==> src/rtl/muldiv_iter_if.sv <==
// Handshake and operand/result bundle between the EX stage and the
// iterative multiply/divide unit. The EX side drives the master modport,
// the unit sits on the slave modport.
interface muldiv_iter_if #(
  parameter int WIDTH = 32
);
  logic             start_i;
  logic             cancel_i;
  logic [1:0]       op_i;
  logic             signed_i;
  logic [WIDTH-1:0] opa_i;
  logic [WIDTH-1:0] opb_i;
  logic [WIDTH-1:0] acc_hi_i;
  logic [WIDTH-1:0] acc_lo_i;
  logic             ready_o;
  logic             busy_o;
  logic             done_o;
  logic [WIDTH-1:0] hi_o;
  logic [WIDTH-1:0] lo_o;
  logic             dbz_o;
  logic             pause_o;

  modport master (
    output start_i, cancel_i, op_i, signed_i, opa_i, opb_i, acc_hi_i, acc_lo_i,
    input  ready_o, busy_o, done_o, hi_o, lo_o, dbz_o, pause_o
  );

  modport slave (
    input  start_i, cancel_i, op_i, signed_i, opa_i, opb_i, acc_hi_i, acc_lo_i,
    output ready_o, busy_o, done_o, hi_o, lo_o, dbz_o, pause_o
  );
endinterface

==> src/rtl/muldiv_iter.sv <==
// Iterative multiply/divide unit for the EX stage.
// One sequential engine: shift-add MUL (1 bit/edge), restoring DIV
// (1 quotient bit/edge). Signed operands are processed as magnitudes and
// the result is sign-corrected on the final registering edge.
// Optional MADD/MSUB accumulation is enabled by defining MULDIV_ACC_EN;
// without it op 10/11 run as plain MUL and acc_hi_i/acc_lo_i are ignored.
module muldiv_iter #(
  parameter int WIDTH = 32,
  parameter int CNT_W = $clog2(WIDTH + 1)
) (
  input  logic         clk,
  input  logic         rst,
  muldiv_iter_if.slave bus
);
  localparam int W2 = 2 * WIDTH;

  typedef enum logic [1:0] {IDLE, BUSY, DONE} state_e;

  state_e           state_q, state_d;
  logic [CNT_W-1:0] cnt_q, cnt_d;
  // p: {remainder, quotient} for DIV, {partial product, multiplier} for MUL
  logic [W2-1:0]    p_q, p_d;
  // m: divisor magnitude (DIV) or multiplicand magnitude (MUL)
  logic [WIDTH-1:0] m_q, m_d;
  logic             div_q, div_d;
  logic             qneg_q, qneg_d;
  logic             rneg_q, rneg_d;
  logic [WIDTH-1:0] hi_q, hi_d;
  logic [WIDTH-1:0] lo_q, lo_d;
  logic             dbz_q, dbz_d;
`ifdef MULDIV_ACC_EN
  logic [W2-1:0]    acc_q, acc_d;
  logic             acc_en_q, acc_en_d;
  logic             acc_sub_q, acc_sub_d;
`else
  logic             unused_acc;
  assign unused_acc = ^{bus.acc_hi_i, bus.acc_lo_i};
`endif

  // Operand decode and magnitude capture
  logic             in_div, sa, sb, zdiv;
  logic [WIDTH-1:0] mag_a, mag_b;
  assign in_div = (bus.op_i == 2'b01);
  assign sa     = bus.signed_i & bus.opa_i[WIDTH-1];
  assign sb     = bus.signed_i & bus.opb_i[WIDTH-1];
  assign mag_a  = sa ? (~bus.opa_i + 1'b1) : bus.opa_i;
  assign mag_b  = sb ? (~bus.opb_i + 1'b1) : bus.opb_i;
  assign zdiv   = in_div & (bus.opb_i == '0);

  logic [WIDTH:0]   mul_sum, rem_sh, rem_diff;
  logic [W2-1:0]    p_step, prod, prod_acc, result;
  logic [WIDTH-1:0] quo, rem, quo_fix, rem_fix;

  // One iteration of the engine plus the final sign fix / accumulation
  always_comb begin
    mul_sum  = {1'b0, p_q[W2-1:WIDTH]} + (p_q[0] ? {1'b0, m_q} : '0);
    rem_sh   = {p_q[W2-1:WIDTH], p_q[WIDTH-1]};
    rem_diff = rem_sh - {1'b0, m_q};
    if (div_q) begin
      // borrow means the trial subtraction failed: restore, quotient bit 0
      p_step = rem_diff[WIDTH] ? {rem_sh[WIDTH-1:0],   p_q[WIDTH-2:0], 1'b0}
                               : {rem_diff[WIDTH-1:0], p_q[WIDTH-2:0], 1'b1};
    end else begin
      p_step = {mul_sum, p_q[WIDTH-1:1]};
    end
    quo     = p_step[WIDTH-1:0];
    rem     = p_step[W2-1:WIDTH];
    quo_fix = qneg_q ? (~quo + 1'b1) : quo;
    rem_fix = rneg_q ? (~rem + 1'b1) : rem;
    prod    = qneg_q ? (~p_step + 1'b1) : p_step;
`ifdef MULDIV_ACC_EN
    if (acc_en_q) prod_acc = acc_sub_q ? (acc_q - prod) : (acc_q + prod);
    else          prod_acc = prod;
`else
    prod_acc = prod;
`endif
    result = div_q ? {rem_fix, quo_fix} : prod_acc;
  end

  // Next-state logic: FSM transitions, operand capture, result registering
  always_comb begin
    state_d   = state_q;
    cnt_d     = cnt_q;
    p_d       = p_q;
    m_d       = m_q;
    div_d     = div_q;
    qneg_d    = qneg_q;
    rneg_d    = rneg_q;
    hi_d      = hi_q;
    lo_d      = lo_q;
    dbz_d     = dbz_q;
`ifdef MULDIV_ACC_EN
    acc_d     = acc_q;
    acc_en_d  = acc_en_q;
    acc_sub_d = acc_sub_q;
`endif
    unique case (state_q)
      IDLE: begin
        if (bus.start_i) begin
          if (zdiv) begin
            // zero divisor short-circuits straight to DONE
            state_d = DONE;
            hi_d    = bus.opa_i;
            lo_d    = '1;
            dbz_d   = 1'b1;
          end else begin
            state_d = BUSY;
            cnt_d   = CNT_W'(WIDTH);
            div_d   = in_div;
            qneg_d  = sa ^ sb;
            rneg_d  = sa;
            p_d     = {{WIDTH{1'b0}}, (in_div ? mag_a : mag_b)};
            m_d     = in_div ? mag_b : mag_a;
`ifdef MULDIV_ACC_EN
            acc_d     = {bus.acc_hi_i, bus.acc_lo_i};
            acc_en_d  = bus.op_i[1];
            acc_sub_d = bus.op_i[0];
`endif
          end
        end
      end
      BUSY: begin
        cnt_d = cnt_q - 1'b1;
        p_d   = p_step;
        if (cnt_q == CNT_W'(1)) begin
          state_d      = DONE;
          {hi_d, lo_d} = result;
          dbz_d        = 1'b0;
        end
      end
      DONE:    state_d = IDLE;
      default: state_d = IDLE;
    endcase
    // flush wins over everything; results keep their last values
    if (bus.cancel_i) begin
      state_d = IDLE;
      cnt_d   = '0;
      hi_d    = hi_q;
      lo_d    = lo_q;
      dbz_d   = dbz_q;
    end
  end

  // State and datapath registers, synchronous reset
  always_ff @(posedge clk) begin
    if (rst) begin
      state_q   <= IDLE;
      cnt_q     <= '0;
      p_q       <= '0;
      m_q       <= '0;
      div_q     <= 1'b0;
      qneg_q    <= 1'b0;
      rneg_q    <= 1'b0;
      hi_q      <= '0;
      lo_q      <= '0;
      dbz_q     <= 1'b0;
`ifdef MULDIV_ACC_EN
      acc_q     <= '0;
      acc_en_q  <= 1'b0;
      acc_sub_q <= 1'b0;
`endif
    end else begin
      state_q   <= state_d;
      cnt_q     <= cnt_d;
      p_q       <= p_d;
      m_q       <= m_d;
      div_q     <= div_d;
      qneg_q    <= qneg_d;
      rneg_q    <= rneg_d;
      hi_q      <= hi_d;
      lo_q      <= lo_d;
      dbz_q     <= dbz_d;
`ifdef MULDIV_ACC_EN
      acc_q     <= acc_d;
      acc_en_q  <= acc_en_d;
      acc_sub_q <= acc_sub_d;
`endif
    end
  end

  assign bus.ready_o = (state_q == IDLE);
  assign bus.busy_o  = (state_q == BUSY);
  assign bus.done_o  = (state_q == DONE);
  assign bus.hi_o    = hi_q;
  assign bus.lo_o    = lo_q;
  assign bus.dbz_o   = dbz_q;
  // stall EX from the request cycle through the last BUSY cycle
  assign bus.pause_o = bus.busy_o | (bus.ready_o & bus.start_i & ~bus.cancel_i);
endmodule

==> src/flat_wrapper.sv <==
// flat-port wrapper written by rule: the top's interface ports become plain ports
module muldiv_iter_flat 
#(
  parameter int WIDTH = 32,
  parameter int CNT_W = $clog2(WIDTH + 1)
)
  (clk, rst, bus_start_i, bus_cancel_i, bus_op_i, bus_signed_i, bus_opa_i, bus_opb_i, bus_acc_hi_i, bus_acc_lo_i, bus_ready_o, bus_busy_o, bus_done_o, bus_hi_o, bus_lo_o, bus_dbz_o, bus_pause_o);
  muldiv_iter_if #(.WIDTH(WIDTH)) bus_i ();
  input  logic clk;
  input  logic rst;
  input wire logic [$bits(bus_i.start_i)-1:0] bus_start_i;
  input wire logic [$bits(bus_i.cancel_i)-1:0] bus_cancel_i;
  input wire logic [$bits(bus_i.op_i)-1:0] bus_op_i;
  input wire logic [$bits(bus_i.signed_i)-1:0] bus_signed_i;
  input wire logic [$bits(bus_i.opa_i)-1:0] bus_opa_i;
  input wire logic [$bits(bus_i.opb_i)-1:0] bus_opb_i;
  input wire logic [$bits(bus_i.acc_hi_i)-1:0] bus_acc_hi_i;
  input wire logic [$bits(bus_i.acc_lo_i)-1:0] bus_acc_lo_i;
  output wire logic [$bits(bus_i.ready_o)-1:0] bus_ready_o;
  output wire logic [$bits(bus_i.busy_o)-1:0] bus_busy_o;
  output wire logic [$bits(bus_i.done_o)-1:0] bus_done_o;
  output wire logic [$bits(bus_i.hi_o)-1:0] bus_hi_o;
  output wire logic [$bits(bus_i.lo_o)-1:0] bus_lo_o;
  output wire logic [$bits(bus_i.dbz_o)-1:0] bus_dbz_o;
  output wire logic [$bits(bus_i.pause_o)-1:0] bus_pause_o;
  assign bus_i.start_i = bus_start_i;
  assign bus_i.cancel_i = bus_cancel_i;
  assign bus_i.op_i = bus_op_i;
  assign bus_i.signed_i = bus_signed_i;
  assign bus_i.opa_i = bus_opa_i;
  assign bus_i.opb_i = bus_opb_i;
  assign bus_i.acc_hi_i = bus_acc_hi_i;
  assign bus_i.acc_lo_i = bus_acc_lo_i;
  assign bus_ready_o = bus_i.ready_o;
  assign bus_busy_o = bus_i.busy_o;
  assign bus_done_o = bus_i.done_o;
  assign bus_hi_o = bus_i.hi_o;
  assign bus_lo_o = bus_i.lo_o;
  assign bus_dbz_o = bus_i.dbz_o;
  assign bus_pause_o = bus_i.pause_o;
  muldiv_iter #(.WIDTH(WIDTH), .CNT_W(CNT_W)) u_core (.clk(clk), .rst(rst), .bus(bus_i));
endmodule
==> config.mk <==
export PLATFORM = sky130hd
export DESIGN_NAME = muldiv_iter_flat
export DESIGN_NICKNAME = d
export VERILOG_FILES = /design/src/rtl/muldiv_iter_if.sv /design/src/rtl/muldiv_iter.sv /design/src/flat_wrapper.sv
export SDC_FILE = /design/constraint.sdc
export NUM_CORES = 1
export LEC_CHECK = 0
export ABC_AREA = 0
export BUFFER_PORTS_ARGS = -buffer_cell sky130_fd_sc_hd__buf_4
export CAP_MARGIN = 20
export CORE_MARGIN = 5
export CORE_UTILIZATION = 25
export DETAILED_ROUTE_END_ITERATION = 8
export MAX_ROUTING_LAYER = met4
export PLACE_DENSITY = 0.45
export SYNTH_ARGS = -nofsm -noshare
export SYNTH_HDL_FRONTEND = slang
export SYNTH_SLANG_ARGS = --single-unit
==> constraint.sdc <==
create_clock -name clk -period 5.2 [get_ports clk]
set_input_delay 1.04 -clock clk [delete_from_list [all_inputs] [get_ports clk]]
set_output_delay 1.04 -clock clk [all_outputs]
set_load 0.01 [all_outputs]
==> impl_results.md <==
* Die width at 260 um
* Final nets at 2720
* CTS tree: yes
* Slew margin rel. at roughly two fifths
* Final worst-path cycle share at 97.6%
* Fin crit period at 5080 ps
* Worst-Skew Late Latency at 480 ps
* Die height at 260 um
* Initial Util at 25.3%
* ANT cells at 0
* Crit-path leading delay family: compound AO/OA/AOI/OAI gates
* Yosys warnings at 0
* Clock Tree Buf Depth at 2
* CP Buf/Inv Count at 1
* Total track usage at 20.7%
* DR iter-0 viols at 1814
* Port bufs at 139
* Cell area after placement at 0.0196 mm2
* Arr. time, crit path at ~5500 ps
* First-pass GRT wire length at 105 mm
* Vias in the first global route at 16.7k
* Syn Inst Count at 2196
* TritonRoute pass-1 iters at 6
* Largest net degree at the start of global routing at 118
* Avg Cell Area, Syn at 7.11 um2
* P&R area growth vs syn at 31.8%
* Met2 track utilization from global routing at 31.9%
* Most common cell after layout, fill and taps aside: buf_4
* Setup CP Type: register to register
* DP HPWL at 55.8 mm
* Top FF cell, synth: dfxtp_1
* Levels on crit path at 17
* CTS root buffer: clkbuf_16
* Crit start category: register
* Global routing usage on met3 at under 10%
* GRT met1 Usage at 29.4%
* Final instance area at 0.0206 mm2
* Finished Layout Cells at 3362
* R2R cell count at 17
* CTS clk-pin slew, worst paths at 70 ps
* Status: completed
* Drt wl/cell at 21.2 um
* Crit-path cells: and2_1 -> ha_1 -> fa_1 -> a21oi_2 -> o221a_2 -> o211ai_1 -> buf_4 -> o21ai_0 -> xnor2_1 -> or4_1 -> o211a_1 -> or4b_1 -> o41ai_1 -> a22oi_1 -> xnor2_1 -> a211o_1 -> a21oi_1
* CP max stage delay at 600 ps
* Post-synth EDFFs at 0
* Grt total ovfl at 0
* CP max stage cell: or4_1
* Worst Setup SP: u_core.m_q[0]$_SDFFE_PP0P_
* Num ports at roughly 200
* Worst-Margin Slew at between 900 and 1000 ps
* CP dominant cell by count: xnor2_1
* # hold bufs at CTS at 0
* Core area at 0.0618 mm2
* Max Cap Viol at 0
* Initial antenna violation count at 0
* # placed instances at 3326
* Peak supply drop at 0.252 mV
* Hold Fails Final Rpt at 0
* Yosys cell types at 82
* Min-Delay Path Class: register to register
* CP Capture Point: u_core.bus.hi_o[25]$_SDFFE_PP0P_
* Via Count at 18.1k
* FFs w/ async S/R, synth at 0%
* Post-route DRC at 0
* Most Crowded Layer GR: met2
* FF-to-FF setup slack at ~120 ps
* Most frequent cells in the layout: 433 x buf_4, 258 x nand2_1, 247 x nor2_1
* Layout cells sized above 1 at 23.4%
* CP Max Fanout at 3
* Clock Skew at 12.7 ps
* H-tree depth at 4
* Cts bufs inserted at 17
* Site row count at 91
* ANT nets after route at 0
* Pwr/cell area at 211 mW/mm2
* Final setup fails at 0
* Worst r2r src: u_core.m_q[0]$_SDFFE_PP0P_
* Yosys reg bits at 172
* Reg2reg end: u_core.bus.hi_o[25]$_SDFFE_PP0P_
* Routed WL at 71.1 mm
* Synthesized cell area at 0.0156 mm2
* Die area at between 0.06 and 0.07 mm2
* Syn nets at approximately 2.4k
* Worst setup EP type: register
* Gpl congestion at 0.994
* Leakage power at 0.00833 uW
* Final Slew Violations at 0
* Vias/cell at 5.37
* Clk sinks at 172
* Register area share after synthesis at 22.0%
* Max frequency at 0.197 GHz
* RSZ-0062 raised after global routing: no
* CP required at approximately 5600 ps
==> where the power goes <==
part | switching (uW) | total (uW) | internal [uW]
Clock | 615 | 1430 | 814
Sequential | 50.3 | 1410 | 1360
Combinational | 878 | 1500 | 623
==> synthesized netlist by cell type (all sizes together) (5+ instances only) <==
master | number | area (um2)
a211oi | 64 | 480
xnor2 | 76 | 666
nor4 | 31 | 194
buf | 27 | 128
and2 | 44 | 275
nor2 | 248 | 931
or4 | 10 | 78.8
a21oi | 190 | 962
a21o | 30 | 225
a221o | 5 | 50.1
o21ai | 127 | 639
a21boi | 10 | 86.3
o22ai | 9 | 56.3
nor2b | 16 | 100
nand4b | 8 | 70.1
xor2 | 79 | 692
and3 | 11 | 68.8
inv | 68 | 255
a211o | 18 | 158
mux2 | 24 | 270
dfxtp | 172 | 3440
a22oi | 34 | 255
o2111ai | 10 | 87.6
o211ai | 50 | 380
nand3b | 6 | 45.0
nand4 | 14 | 87.6
or3 | 23 | 144
o41ai | 11 | 96.3
mux2i | 25 | 250
nand2b | 26 | 163
nor3 | 65 | 330
a31oi | 25 | 156
nand3 | 39 | 195
nor3b | 7 | 52.6
ha | 70 | 876
o21a | 9 | 67.6
a222oi | 22 | 220
o31ai | 24 | 180
nand2 | 259 | 972
o21bai | 11 | 82.6
or2 | 13 | 81.3
a311oi | 16 | 140
clkbuf | 122 | 458
==> worst min-delay path, delay by kind of cell (launching register included) <==
family             cells  cell delay, ps
DFF                    1             310
and+or+nand+nor        1              50
AOI/OAI and AO/OA      1              50
==> how the worst min path moves through the flow <==
stage / from / endpoint / slack [ps] / depth (start not counted)
6_report: u_core.bus.hi_o[11]$_SDFFE_PP0P_ / u_core.bus.hi_o[11]$_SDFFE_PP0P_ / 460 / 2
2_1_floorplan: u_core.m_q[10]$_SDFFE_PP0P_ / u_core.m_q[10]$_SDFFE_PP0P_ / 440 / 2
5_1_grt: u_core.bus.hi_o[15]$_SDFFE_PP0P_ / u_core.bus.hi_o[15]$_SDFFE_PP0P_ / 480 / 2
3_5_place_dp: u_core.bus.hi_o[11]$_SDFFE_PP0P_ / u_core.bus.hi_o[11]$_SDFFE_PP0P_ / 450 / 2
3_3_place_gp: u_core.bus.hi_o[17]$_SDFFE_PP0P_ / u_core.bus.hi_o[17]$_SDFFE_PP0P_ / 450 / 2
4_1_cts: u_core.bus.hi_o[11]$_SDFFE_PP0P_ / u_core.bus.hi_o[11]$_SDFFE_PP0P_ / 460 / 2
==> area by class of cell <==
| type | instances | area [um2] |
|---|---|---|
| fillers | 6680 | 41200 |
| multi-input cells | 1806 | 11700 |
| repair buffers | 447 | 3490 |
| flip-flops and latches | 172 | 3450 |
| well taps | 837 | 1050 |
| clock buffers | 20 | 447 |
| inverters | 69 | 263 |
| clock inverters | 11 | 169 |
==> kinds of logic after synthesis <==
kind of cell / Yosys count / synth area share [%]
buffers and inverters: 218 / 5.41
xor gates and xnor gates: 155 / 8.69
adders and majority gates: 72 / 5.86
DFF: 172 / 22.0
AOI/OAI and AO/OA: 700 / 29.8
muxes: 49 / 3.33
and+or+nand+nor: 830 / 24.8
==> per-stage QoR <==
stage	total power [uW]	utilization (%)	TNS [ps]	worst slack, ps	hold WS, ps
2_1_floorplan	2230	-	0	66.8	440
3_3_place_gp	2860	31.6	-710	-218	454
3_5_place_dp	2870	31.6	-931	-194	453
4_1_cts	4310	32.7	0	5.06	462
5_1_grt	4540	33.3	0	15.3	479
6_report	4340	33.3	0	124	460
==> metal layers <==
layer,part of all wire (%),wire length (um)
met1,48,33900
met2,45,32000
met3,5.2,3680
met4,2.1,1500
met5,0,0
==> state kept, by name, summed over array words and instances, names as in the netlist <==
signal            cells
u_core.rneg_q         1
u_core.p_q           64
u_core.bus.hi_o      32
u_core.cnt_q          6
u_core.div_q          1
u_core.bus.lo_o      32
u_core.bus.dbz_o      1
u_core.m_q           32
u_core.qneg_q         1
u_core.state_q        2
==> timing repair <==
action,CTS,global route
buffers inserted,1,4
pin swaps,3,22
gates resized for setup,18,61
endpoints found under the setup margin,11,19
gates cloned,0,0
Note: power is estimated with default switching activity, not from simulation.
